File: config.mk
export PLATFORM = sky130hd
export DESIGN_NAME = irq_controller
export DESIGN_NICKNAME = d
export VERILOG_FILES = /design/src/rtl/irq_controller_pkg.sv /design/src/rtl/irq_controller_prio.sv /design/src/rtl/irq_controller.sv
export SDC_FILE = /design/constraint.sdc
export NUM_CORES = 1
export LEC_CHECK = 0
export ABC_CLOCK_PERIOD_IN_PS = 2300
export CAP_MARGIN = 0
export CORE_ASPECT_RATIO = 1.2
export CORE_MARGIN = 2
export CORE_UTILIZATION = 36
export DETAILED_ROUTE_END_ITERATION = 16
export GPL_ROUTABILITY_DRIVEN = 0
export PLACE_DENSITY = 0.92
export SETUP_SLACK_MARGIN = 0.5
export SLEW_MARGIN = 0
export SYNTH_ARGS = -nofsm -noshare
export SYNTH_HDL_FRONTEND = slang
export SYNTH_HIERARCHICAL = 1
export SYNTH_SLANG_ARGS = --single-unit
File: constraint.sdc
create_clock -name C -period 2.3 [get_ports C]
set_clock_uncertainty 0.1 [all_clocks]
set_input_delay 0.23 -clock C [delete_from_list [all_inputs] [get_ports C]]
set_output_delay 0.23 -clock C [all_outputs]
set_load 0.1 [all_outputs]
File: src/rtl/irq_controller_pkg.sv
// Shared constants and state encoding for the interrupt controller.
// Source indices double as priorities (0 is highest).
package irq_controller_pkg;
  localparam int NSRC = 5;
  localparam logic [NSRC-1:0] EXC_BITS = 5'b00011;
  localparam logic [31:0] BASE = 32'h4000_0030;

  localparam int SRC_ERRINST = 0;
  localparam int SRC_OVF     = 1;
  localparam int SRC_TCOVF   = 2;
  localparam int SRC_RXRDY   = 3;
  localparam int SRC_TXRDY   = 4;

  localparam logic [1:0] REG_PEND   = 2'd0;
  localparam logic [1:0] REG_MASK   = 2'd1;
  localparam logic [1:0] REG_CAUSE  = 2'd2;
  localparam logic [1:0] REG_STATUS = 2'd3;

  typedef enum logic [1:0] {
    IDLE    = 2'd0,
    REQ     = 2'd1,
    SERVICE = 2'd2
  } state_t;
endpackage

File: src/rtl/irq_controller_prio.sv
// Lowest-index-wins one-hot priority encoder.
// Isolates the lowest set bit with the two's-complement trick.
module prio_enc_onehot #(
  parameter int N = 5
) (
  input  logic [N-1:0] i_req,
  output logic [N-1:0] o_gnt
);
  assign o_gnt = i_req & (~i_req + N'(1));
endmodule

File: src/rtl/irq_controller.sv
// Prioritised interrupt/exception controller with a 4-word
// register window; sequences request, service and return.
module irq_controller
  import irq_controller_pkg::*;
(
  input  logic            C,
  input  logic            R,
  input  logic [NSRC-1:0] src,
  input  logic            kernel,
  output logic            irq_req,
  output logic [NSRC-1:0] irq_cause,
  input  logic            irq_ack,
  input  logic            eret,
  input  logic [31:0]     addr,
  input  logic            rd,
  input  logic            wr,
  input  logic [31:0]     wdata,
  output logic [31:0]     rdata
);
  state_t r_state, w_state_n;
  logic [NSRC-1:0] r_src_d, r_pend, r_mask, r_cause, r_icause;
  logic [NSRC-1:0] w_icause_n, w_rise, w_elig, w_win;
  logic [NSRC-1:0] w_clr, w_pend_n;
  logic r_ie, w_ie_n, r_req, w_req_n;
  logic [31:0] r_rdata, w_rdata_n;
  logic w_hit, w_wr_pend, w_wr_mask, w_wr_stat, w_take;
  logic w_unused;

  assign w_unused = ^{wdata[31:NSRC], addr[1:0]};

  assign w_hit     = addr[31:4] == BASE[31:4];
  assign w_wr_pend = wr & w_hit & (addr[3:2] == REG_PEND);
  assign w_wr_mask = wr & w_hit & (addr[3:2] == REG_MASK);
  assign w_wr_stat = wr & w_hit & (addr[3:2] == REG_STATUS);

  // Exceptions are level-sensitive; peripherals are edge-latched.
  assign w_rise = src & ~r_src_d & ~EXC_BITS;
  assign w_elig = (src & EXC_BITS) | (r_pend & r_mask);
  assign w_take = (r_state == REQ) & irq_ack & r_req;

  prio_enc_onehot #(.N(NSRC)) u_prio (
    .i_req (w_elig),
    .o_gnt (w_win)
  );

  always_comb begin
    w_state_n  = r_state;
    w_req_n    = 1'b0;
    w_icause_n = '0;
    w_ie_n     = w_wr_stat ? wdata[0] : r_ie;
    unique case (r_state)
      IDLE: begin
        if (r_ie && |w_elig && !kernel) begin
          w_state_n  = REQ;
          w_req_n    = 1'b1;
          w_icause_n = w_win;
        end
      end
      REQ: begin
        if (w_take) begin
          w_state_n = SERVICE;
          w_ie_n    = 1'b0;
        end else if (~|w_elig) begin
          w_state_n = IDLE;
        end else begin
          w_req_n    = ~kernel;
          w_icause_n = w_win;
        end
      end
      SERVICE: begin
        if (eret) begin
          w_ie_n    = 1'b1;
          w_state_n = IDLE;
        end
      end
      default: w_state_n = IDLE;
    endcase
  end

  // New edges win over same-cycle clears.
  assign w_clr = (w_wr_pend ? wdata[NSRC-1:0] : '0)
               | (w_take ? r_icause : '0);
  assign w_pend_n = ((r_pend & ~w_clr) | w_rise) & ~EXC_BITS;

  always_comb begin
    w_rdata_n = '0;
    if (rd && w_hit) begin
      case (addr[3:2])
        REG_PEND:  w_rdata_n = 32'(r_pend);
        REG_MASK:  w_rdata_n = 32'(r_mask);
        REG_CAUSE: w_rdata_n = 32'(r_cause);
        default:   w_rdata_n = {30'b0, r_state == SERVICE, r_ie};
      endcase
    end
  end

  always_ff @(posedge C or negedge R) begin
    if (!R) begin
      r_state  <= IDLE;
      r_src_d  <= '0;
      r_pend   <= '0;
      r_mask   <= '0;
      r_cause  <= '0;
      r_icause <= '0;
      r_ie     <= 1'b1;
      r_req    <= 1'b0;
      r_rdata  <= '0;
    end else begin
      r_state  <= w_state_n;
      r_src_d  <= src;
      r_pend   <= w_pend_n;
      r_icause <= w_icause_n;
      r_ie     <= w_ie_n;
      r_req    <= w_req_n;
      r_rdata  <= w_rdata_n;
      if (w_wr_mask) r_mask <= wdata[NSRC-1:0] & ~EXC_BITS;
      if (w_take) r_cause <= r_icause;
    end
  end

  assign irq_req   = r_req;
  assign irq_cause = r_icause;
  assign rdata     = r_rdata;
endmodule

==> After elaboration in Yosys (flattened, before gate mapping) <==
Index checks and enable logic that the tools add are counted.
{ "classes": {"reduce_logical": 8, "eq_ne": 9, "mux": 21, "bitwise_logic": 17, "n_addsub": 1} }
{ "ops": {"columns": ["op", "count"], "rows": [
  ["5-bit two-way mux", 6],
  ["28-bit by 27-bit equality test with 1-bit output (second input constant)", 1],
  ["5-bit AND", 4],
  ["5-bit inverter", 3],
  ["5-bit one-hot mux with 3 select lines", 1],
  ["5-bit OR", 2],
  ["5-bit one-hot mux with 2 select lines", 1],
  ["2-bit two-way mux", 4],
  ["1-bit AND", 6],
  ["2-bit equality test (second input constant)", 3],
  ["1-bit two-way mux", 6],
  ["2-bit one-hot mux with 3 select lines", 1],
  ["5-bit by 1-bit adder with 5-bit output (second input constant)", 1],
  ["2-bit by 5-bit OR with 5-bit output", 1],
  ["5-bit OR reduction", 1],
  ["2-bit by 1-bit equality test with 1-bit output (second input constant)", 2],
  ["2-bit zero test", 2],
  ["2-bit != test (second input constant)", 2],
  ["1-bit one-hot mux with 2 select lines", 2],
  ["1-bit logical AND", 3],
  ["3-bit != test (second input constant)", 1],
  ["3-bit AND reduction", 1],
  ["1-bit zero test", 1],
  ["1-bit inverter", 1]
]} }
{ "totals": {"regBits": 57, "output_inout_bits": 38} }

==> Longest topological paths before layout <==
Gate-level depths: netlist (run 1).
{ "depth": {"depth_word": 8, "ltp_mapped": 6, "ltp_nobuf": 6} }

==> Cells and area by module <==
Netlist (run 1), hierarchy kept.
{ "by_module_without_submodules": {"columns": ["module", "cells_per_inst", "n_inst", "seq_area_each_um2", "area_per_inst_um2"], "rows": [
  ["irq_controller", 164, 1, 701.9, 1654.1],
  ["prio_enc_onehot", 6, 1, 0.0, 55.1]
]} }

==> Worst setup path before layout (run 1) <==
No wires, ideal clock.
{ "synth_path": {"path_kind": "register to register", "startpoint": "register r_req, in the netlist irq_req", "endpoint": "register r_state[1]", "synth_period_minus_slack_ns": 1.957, "path_stages_with_launch": 4, "setup_slack_ns": 0.343, "arrival_time_ns": 1.773, "t_required_ns": 2.117, "path_cell_list": "dfrtp_1 a21boi_1 a221oi_1 mux2i_1"} }
{ "synth_between": {"elab_chain_len": 3, "elab_cells_between_ends": 5} }
{ "synth_lines": {"columns": ["element", "line", "rtl"], "rows": [
  ["from (decl)", "irq_controller.sv:24", "logic r_ie, w_ie_n, r_req, w_req_n;"],
  ["from (signal assigned)", "irq_controller.sv:114", "r_req <= w_req_n;"],
  ["1-bit AND (*)", "irq_controller.sv:39", "assign w_take = (r_state == REQ) & irq_ack & r_req;"],
  ["3-bit != test (no source line) or 2-bit two-way mux (tied branches)", null, null],
  ["3-bit AND reduction (no source line) or 2-bit one-hot mux with 3 select lines (tied branches)", null, null],
  ["to (signal assigned)", "irq_controller.sv:109", "r_state <= w_state_n;"],
  ["to (decl)", "irq_controller.sv:20", "state_t r_state, w_state_n;"]
]} }
Every way passes the cells marked *; elsewhere a longest branch is shown, timed or not.
A chain may end at the register's enable or synchronous reset.

==> Worst setup path after layout (run 1) <==
{ "layout_path": {"startpoint": "input addr[24]", "endpoint": "register r_mask[3]"} }
{ "layout_between": {"elab_chain_len": 3} }
{ "layout_lines": {"columns": ["element", "line", "rtl"], "rows": [
  ["from (decl)", "irq_controller.sv:14", "input logic [31:0] addr,"],
  ["28-bit by 27-bit equality test with 1-bit output", "irq_controller.sv:31", "assign w_hit = addr[31:4] == BASE[31:4];"],
  ["1-bit AND (2 in a row)", "irq_controller.sv:33", "assign w_wr_mask = wr & w_hit & (addr[3:2] == REG_MASK);"],
  ["to (signal assigned)", "irq_controller.sv:116", "if (w_wr_mask) r_mask <= wdata[NSRC-1:0] & ~EXC_BITS;"],
  ["to (decl)", "irq_controller.sv:21", "logic [NSRC-1:0] r_src_d, r_pend, r_mask, r_cause, r_icause;"]
]} }
Every way passes these cells.

==> results of run 1 <==
-- sequential cells by signal, summed over array words and instances, names as in the netlist --
register   count
irq_cause      5
r_cause        5
rdata          5
r_mask         3
r_pend         3
r_src_d        3
r_state        2
irq_req        1
r_ie           1
-- what timing repair did --
item	in CTS	in global routing
hold buffers	0	0
setup endpoints to repair	6	11
pin swaps	5	1
gates resized for setup	15	4
buffers inserted	5	0
-- layout make-up --
class	count	area (um2)
Fill cell	406	2220
Multi-Input combinational cell	128	910
Sequential cell	28	703
Timing Repair Buffer	67	604
Tap cell	58	72.6
Clock buffer	4	45.0
Inverter	11	41.3
-- cells by family (layout without fill, tap and decap cells) --
group,after synthesis,count (layout),share of synthesized area (%)
compound gates,19,19,7.47
fa+ha+maj,3,3,2.20
buf+inv,40,82,14.9
flops,28,28,41.1
mux,9,9,5.64
other cells,1,27,0.219
simple gates,70,70,28.5
-- layer usage --
metal | routed length, um | part of all wire (%)
met1 | 1540 | 37
met3 | 386 | 9.2
met5 | 0 | 0
met4 | 27 | 0.64
met2 | 2250 | 53
-- report_power, final --
| group | internal (uW) | switching, uW |
|---|---|---|
| Clock | 124 | 143 |
| Sequential | 495 | 0.829 |
| Combinational | 82.0 | 247 |
-- stage by stage --
stage / total power [uW] / hold WS (ns) / setup WS [ns]
3_3_place_gp: 828 / 0.314 / 0.163
4_1_cts: 1090 / 0.218 / 0.532
5_1_grt: 1130 / 0.246 / 0.504
2_1_floorplan: 757 / -0.166 / 0.675
3_5_place_dp: 831 / 0.325 / 0.0968
6_report: 1090 / 0.200 / 0.562
-- placed cells by master, fill, tap and decap left out, types with 4 or more instances in the layout --
cell and instances:
sky130_fd_sc_hd__clkdlybuf4s50_1 36, sky130_fd_sc_hd__conb_1 27, sky130_fd_sc_hd__dfrtp_1 26, sky130_fd_sc_hd__buf_4 22
sky130_fd_sc_hd__nand2_1 21, sky130_fd_sc_hd__inv_1 11, sky130_fd_sc_hd__dlygate4sd2_1 9, sky130_fd_sc_hd__and2_1 8
sky130_fd_sc_hd__nor4_4 6, sky130_fd_sc_hd__a21oi_1 5, sky130_fd_sc_hd__nor2_1 5, sky130_fd_sc_hd__and3_1 4
sky130_fd_sc_hd__mux2i_1 4, sky130_fd_sc_hd__nor3_1 4
-- worst max-delay path: cells and delay by family --
family	cells	cell delay, ns
simple gates	3	0.63
buf+inv	2	0.62
mux	1	0.31
-- path summary, 6_finish.rpt --
path / startpoint / to / cells past startpoint / slack, ns
worst max-delay path: addr[24] / r_mask[3]$_DFFE_PN0P_ / 6 / 0.56
worst min-delay path: R / rdata[4]$_DFF_PN0_ / 1 / 0.20
worst max register to register: r_pend[2]$_DFF_PN0_ / r_state[1]$_DFFE_PN0P_ / 4 / 0.61
worst min register to register: r_src_d[4]$_DFF_PN0_ / r_pend[4]$_DFF_PN0_ / 1 / 0.34
max in group asynchronous: R / r_cause[2]$_DFFE_PN0P_ / 2 / 1.28
min in group C: src[4] / r_src_d[4]$_DFF_PN0_ / 1 / 0.32
==> flow_summary.rst, run 1 <==
.. list-table::
   :header-rows: 1

   * - Metric
     - Value
   * - Status
     - finished clean
   * - Final setup vio count
     - 0
   * - Standard-cell row count
     - 27
   * - Area of the die
     - 0.00532 mm2
   * - Detailed Route Iter0 Violations
     - 32
   * - Met2 Resource Use GR
     - 29.9%
   * - Number of antenna violations at the first check in global routing
     - 0
   * - CP Max Fanout
     - 3
   * - Syn Std Cell Area
     - 0.00171 mm2
   * - Data required, critical path
     - 2.36 ns
   * - Met3 demand-to-capacity share in global routing
     - 2.54%
   * - Layout-stage area growth over the synthesis result
     - 39.0%
   * - Avg Inst Size Synth
     - 10.1 um2
   * - Clk buf depth
     - 2
   * - Per-cell routed wire length
     - 14.2 um
   * - Wire length of the first global-routing pass
     - 6.44 mm
   * - Cell area after placement
     - 0.00224 mm2
   * - Number of different library cells in the post-synthesis netlist
     - 39
   * - Area leader, netlist
     - sky130_fd_sc_hd__dfrtp_1
   * - TritonCTS clock tree
     - yes
   * - Number of standard cells after synthesis
     - 170
   * - Via count of the first global-routing pass
     - 1395
   * - Count of placed standard cells including taps
     - 287
   * - Setup crit end kind
     - flop
   * - Final clock period utilization by the worst path
     - 75.6%
   * - Relative slew slack
     - 64.9%
   * - Cells taking the most area after synthesis
     - sky130_fd_sc_hd__dfrtp_1 40%, sky130_fd_sc_hd__buf_4 12%, sky130_fd_sc_hd__nand2_1 4.6%, sky130_fd_sc_hd__nor4_4 3.7%, sky130_fd_sc_hd__and2_1 2.9%
   * - Setup repair after global routing missed its margin
     - no
   * - Global-route track usage on met1
     - 18.3%
   * - #FFs+latches synth
     - 28
   * - Number of design rule violations left after detail routing
     - 0
   * - DRT Wirelength
     - 4.21 mm
   * - 1st-pass router iterations
     - 4
   * - Max-slew violation count
     - 0
   * - Worst Setup Start Kind
     - primary input
   * - Sequence of cells on the critical path
     - clkdlybuf4s50_1 -> nor4_4 -> nand4_4 -> nor4_4 -> buf_4 -> mux2_1
   * - Least-Margin Pin Slew
     - 0.525 ns
   * - Global-route usage over all layers
     - 15.7%
   * - Critical path start-end classification
     - primary input to flop
   * - Leakage power summed over all cells
     - 0.00110 uW
   * - Clock root buffer
     - sky130_fd_sc_hd__clkbuf_8
   * - Io pins
     - 114
   * - Commonest cells post-synth
     - 28 x sky130_fd_sc_hd__buf_4, 27 x sky130_fd_sc_hd__dfrtp_1, 21 x sky130_fd_sc_hd__nand2_1
   * - Sequential fraction of the synthesis area
     - 41.1%
   * - Ys async rst share
     - 100%
   * - Core Box Area
     - 0.00459 mm2
   * - Clock latency reported for the late side of the worst-skew pair
     - 0.27 ns
   * - Setup Total Neg Slack
     - 0 ns
   * - Post-DP HPWL
     - 3.33 mm
   * - Final antenna diode count
     - 0
   * - Clock sinks
     - 28
   * - Worst EP arrival
     - 1.80 ns
   * - Power density over the cells
     - 460 mW/mm2
   * - Slowest stage cell on the critical path
     - sky130_fd_sc_hd__clkdlybuf4s50_1
   * - Max Cap Viol
     - 0
   * - Vias per cell
     - 4.83
   * - Hold violation total from the final report
     - 0
   * - Layout cells sized above 1
     - 20.2%
   * - Post-synth EDFFs
     - 0
   * - Most frequent cell on the critical path
     - sky130_fd_sc_hd__nor4_4
   * - CTS buffer count
     - 3
   * - Post-layout util
     - 51.7%
   * - Most used routing layer
     - met2
   * - Count of input and output buffers
     - 56
   * - Width of the die
     - 66.9 um
   * - CTS H-tree lvls
     - 1
   * - Maximum number of pins on one net before global-route repair
     - 18
   * - Count of vias placed by the detailed router
     - 1429
   * - Crit path time final
     - 1.74 ns
   * - Worst vdd ir
     - 0.357 mV
   * - NumNets Final
     - 318
   * - Die outline height
     - 79.5 um
   * - Share of Yosys cell area claimed by the top area cell type
     - 39.5%
   * - Post-route cell area
     - 0.00238 mm2
   * - Reg clk slew, reported paths
     - 0.09 ns
   * - Fmax
     - 575 MHz
   * - Most used flip-flop cell after synthesis
     - sky130_fd_sc_hd__dfrtp_1
   * - Residual antenna-violating net count after detailed routing
     - 0
   * - Most numerous cell in the Yosys netlist
     - sky130_fd_sc_hd__buf_4
   * - Non-filler instance count after layout
     - 296
   * - Initial cell density of the core
     - 37.2%
   * - Class of the worst hold path
     - primary input to asynchronous set/reset pin
   * - GRT overflow
     - 0
   * - Warning count from the yosys run
     - 6
   * - Maximum single-stage delay on the critical path
     - 0.44 ns
(Power assumes the default switching activity.)
==> run 2: changes to the inputs <==
--- a/config.mk
+++ b/config.mk
@@ -5,14 +5,14 @@
 export SDC_FILE = /design/constraint.sdc
 export NUM_CORES = 1
 export LEC_CHECK = 0
-export ABC_CLOCK_PERIOD_IN_PS = 2300
+export ABC_CLOCK_PERIOD_IN_PS = 1400
 export CAP_MARGIN = 0
 export CORE_ASPECT_RATIO = 1.2
 export CORE_MARGIN = 2
-export CORE_UTILIZATION = 36
+export CORE_UTILIZATION = 32
 export DETAILED_ROUTE_END_ITERATION = 16
 export GPL_ROUTABILITY_DRIVEN = 0
-export PLACE_DENSITY = 0.92
+export PLACE_DENSITY = 0.87
 export SETUP_SLACK_MARGIN = 0.5
 export SLEW_MARGIN = 0
 export SYNTH_ARGS = -nofsm -noshare
==> constraint.sdc (replaced) <==
create_clock -name C -period 1.4 [get_ports C]
set_clock_uncertainty 0.1 [all_clocks]
set_input_delay 0.14 -clock C [delete_from_list [all_inputs] [get_ports C]]
set_output_delay 0.14 -clock C [all_outputs]
set_load 0.1 [all_outputs]
==> flow_summary.rst, run 2 (synthesis gave the netlist of run 1 again) <==
.. list-table::
   :header-rows: 1

   * - Metric
     - Value
   * - Clk buf depth
     - 2 (unchanged)
   * - Io pins
     - 114 (unchanged)
   * - Leakage power summed over all cells
     - 0.00133 uW (+21%)
   * - Core Box Area
     - 0.00523 mm2 (+14%)
   * - Count of hold buffers inserted by post-cts repair
     - 0 (unchanged)
   * - Global-route usage over all layers
     - 17.2% (+1.4 points)
   * - Pre-CTS setup slack
     - -0.657 ns (-0.754 ns)
   * - Worst vdd ir
     - 0.345 mV (-3.4%)
   * - Violated checks
     - setup timing
   * - Fmax
     - 609 MHz
   * - Hold violation total from the final report
     - 0 (unchanged)
   * - Status
     - finished, violations left
   * - Class of the worst hold path
     - primary input to asynchronous set/reset pin
   * - 1st-pass router iterations
     - 4 (unchanged)
   * - Wire length of the first global-routing pass
     - 8.01 mm (+24%)
   * - Post-DP HPWL
     - 3.51 mm (+5.4%)
   * - Final setup vio count
     - 16 (+16)
   * - End of the worst register-to-register path
     - r_state[1]$_DFFE_PN0P_
   * - Layout-stage area growth over the synthesis result
     - 74.0%
   * - Max Cap Viol
     - 0 (unchanged)
   * - Worst EP arrival
     - 1.74 ns (-0.06 ns)
   * - Area of the die
     - 0.00594 mm2 (+12%)
   * - Launch point of the critical path
     - r_mask[2]$_DFFE_PN0P_
   * - Destination of the critical timing path
     - r_state[1]$_DFFE_PN0P_
   * - Initial cell density of the core
     - 32.7% (-4.5 points)
   * - CP Max Fanout
     - 4 (+1)
   * - Residual antenna-violating net count after detailed routing
     - 0 (unchanged)
   * - CTS buffer count
     - 3 (unchanged)
   * - Data required, critical path
     - 1.50 ns (-0.86 ns)
   * - Final clock period utilization by the worst path
     - 117%
   * - Power density over the cells
     - 675 mW/mm2 (+47%)
   * - DRT Wirelength
     - 4.97 mm (+18%)
   * - Max-slew violation count
     - 0 (unchanged)
   * - Width of the die
     - 70.7 um (+5.7%)
   * - Number of design rule violations left after detail routing
     - 0 (unchanged)
   * - Layout cells sized above 1
     - 54.8% (+35 points)
   * - Crit path time final
     - 1.64 ns
   * - Count of placed standard cells including taps
     - 307 (+7.0%)
   * - Maximum single-stage delay on the critical path
     - 0.47 ns (+0.03 ns)
   * - Total routed wire length on the met1 layer
     - 1.72 mm (+12%)
   * - Standard-cell row count
     - 29 (+7.4%)
   * - Clock latency reported for the late side of the worst-skew pair
     - 0.28 ns (about the same)
   * - Setup repair after global routing missed its margin
     - yes
   * - Per-cell routed wire length
     - 15.3 um (+7.5%)
   * - Final critical-path setup slack
     - -0.242 ns (-0.804 ns)
   * - Depth of the worst register-to-register path
     - 4 (unchanged)
   * - Slowest stage cell on the critical path
     - sky130_fd_sc_hd__dfrtp_2
   * - Sum of met2 wire segment lengths after detailed routing
     - 2.72 mm (+21%)
   * - Most used cells in the layout excluding fill and tap cells
     - 27 x sky130_fd_sc_hd__conb_1, 24 x sky130_fd_sc_hd__buf_6, 18 x sky130_fd_sc_hd__buf_4
   * - Via count of the first global-routing pass
     - 1706 (+22%)
   * - Count of input and output buffers
     - 56 (unchanged)
   * - Detailed Route Iter0 Violations
     - 53 (+66%)
   * - Total met3 wirelength after detailed routing
     - 364 um (-5.7%)
   * - Register-to-register setup slack
     - -0.24 ns (-0.85 ns)
   * - TritonCTS clock tree
     - yes
   * - Filler instances
     - 422 (+3.9%)
   * - Post-route cell area
     - 0.00297 mm2 (+25%)
   * - Clock sinks
     - 28 (unchanged)
   * - Final antenna diode count
     - 0 (unchanged)
   * - NumNets Final
     - 343 (+7.9%)
   * - Startpoint of the worst-slack reg-to-reg timing path
     - r_mask[2]$_DFFE_PN0P_
   * - Worst Setup Start Kind
     - flop
   * - Area taken by flip-flops and latches
     - 728 um2 (+3.6%)
   * - Non-filler instance count after layout
     - 325 (+9.8%)
   * - Maximum number of pins on one net before global-route repair
     - 24 (+6)
   * - GRT overflow
     - 0 (unchanged)
   * - Clock root buffer
     - sky130_fd_sc_hd__clkbuf_8
   * - Highest metal layer with signal wires
     - met4
   * - Reg clk slew, reported paths
     - 0.10 ns (about the same)
   * - Number of antenna violations at the first check in global routing
     - 0 (unchanged)
   * - Sequence of cells on the critical path
     - a211oi_4 -> nand2_2 -> a221oi_2 -> mux2i_1
   * - Setup crit end kind
     - flop
   * - Area of the multi-input gates
     - 0.00110 mm2 (+21%)
   * - Die outline height
     - 84.1 um (+5.8%)
   * - Cell area after placement
     - 0.00261 mm2 (+16%)
   * - Count of vias placed by the detailed router
     - 1578 (+10%)
   * - CTS H-tree lvls
     - 1 (unchanged)
   * - Most common cell after layout, fill and taps aside
     - sky130_fd_sc_hd__conb_1
   * - Vias per cell
     - 4.86 (+0.57%)
   * - Critical path start-end classification
     - flop to flop
[run 2: cell types whose count changed in the layout (fill, tap and decap cells not counted), sizes merged]
cell           previous run  this run
clkbuf                    4         3
buf                      22        67
clkdlybuf4s50            36        14
clkdlybuf4s15             0         5
bufinv                    0         1
dlygate4sd2               9         6
[run 2: timing repair]
action                                 4_1_cts  5_1_grt
gates cloned                                 1        0
buffers inserted                            11        2
pin swaps                                   35        9
resized for setup                          145       20
setup endpoints to repair                   36       36
endpoints found under the hold margin        0        0
[run 2: where the power goes]
group          internal (uW)  switching [uW]  total (uW)
sequential               812            1.47         814
clock                    383             261         644
combinational            132             418         550
total                   1330             680        2010
[run 2: worst min path at each step]
stage                         startpoint                     end  cells past startpoint
floorplan                              R  irq_cause[0]$_DFF_PN0_                      0
global placement    r_src_d[2]$_DFF_PN0_     r_pend[2]$_DFF_PN0_                      1
detailed placement  r_src_d[4]$_DFF_PN0_     r_pend[4]$_DFF_PN0_                      1
CTS                                    R  r_state[0]$_DFFE_PN0P_                      1
global route                           R  r_state[0]$_DFFE_PN0P_                      1
finish                                 R  r_state[0]$_DFFE_PN0P_                      1
[run 2: per-layer routing]
metal | global-route usage [%] | up-vias
met4 | 8.40 | 0
li1 | - | 723
met1 | 18.5 | 765
met5 | 0 | -
met2 | 30.8 | 75
met3 | 3.99 | 15
[run 2: metrics by stage]
stage	utilization, %	setup TNS, ns	total power, uW	hold slack, ns
floorplan	-	-0.373	1250	-0.256
global placement	49.9	-7.86	1390	0.311
detailed placement	49.9	-8.93	1390	0.325
CTS	55.2	-1.00	2010	0.0542
global route	56.9	-2.97	2080	0.0523
finish	56.9	-1.94	2010	0.0491
[run 2: worst max-delay path: cells and delay by family (launching register included)]
family | cells | cell delay (ns)
AO/OA/AOI/OAI | 2 | 0.62
multiplexers | 1 | 0.24
flip-flops | 1 | 0.47
AND/OR/NAND/NOR | 1 | 0.12
[run 2: area by class of cell]
type | count | area share, %
Clock buffer | 3 | 1.39
Tap cell | 62 | 2.61
Inverter | 11 | 1.39
Multi-Input combinational cell | 128 | 37.1
Sequential cell | 28 | 24.5
Clock inverter | 1 | 1.01
Timing Repair Buffer | 92 | 32.1
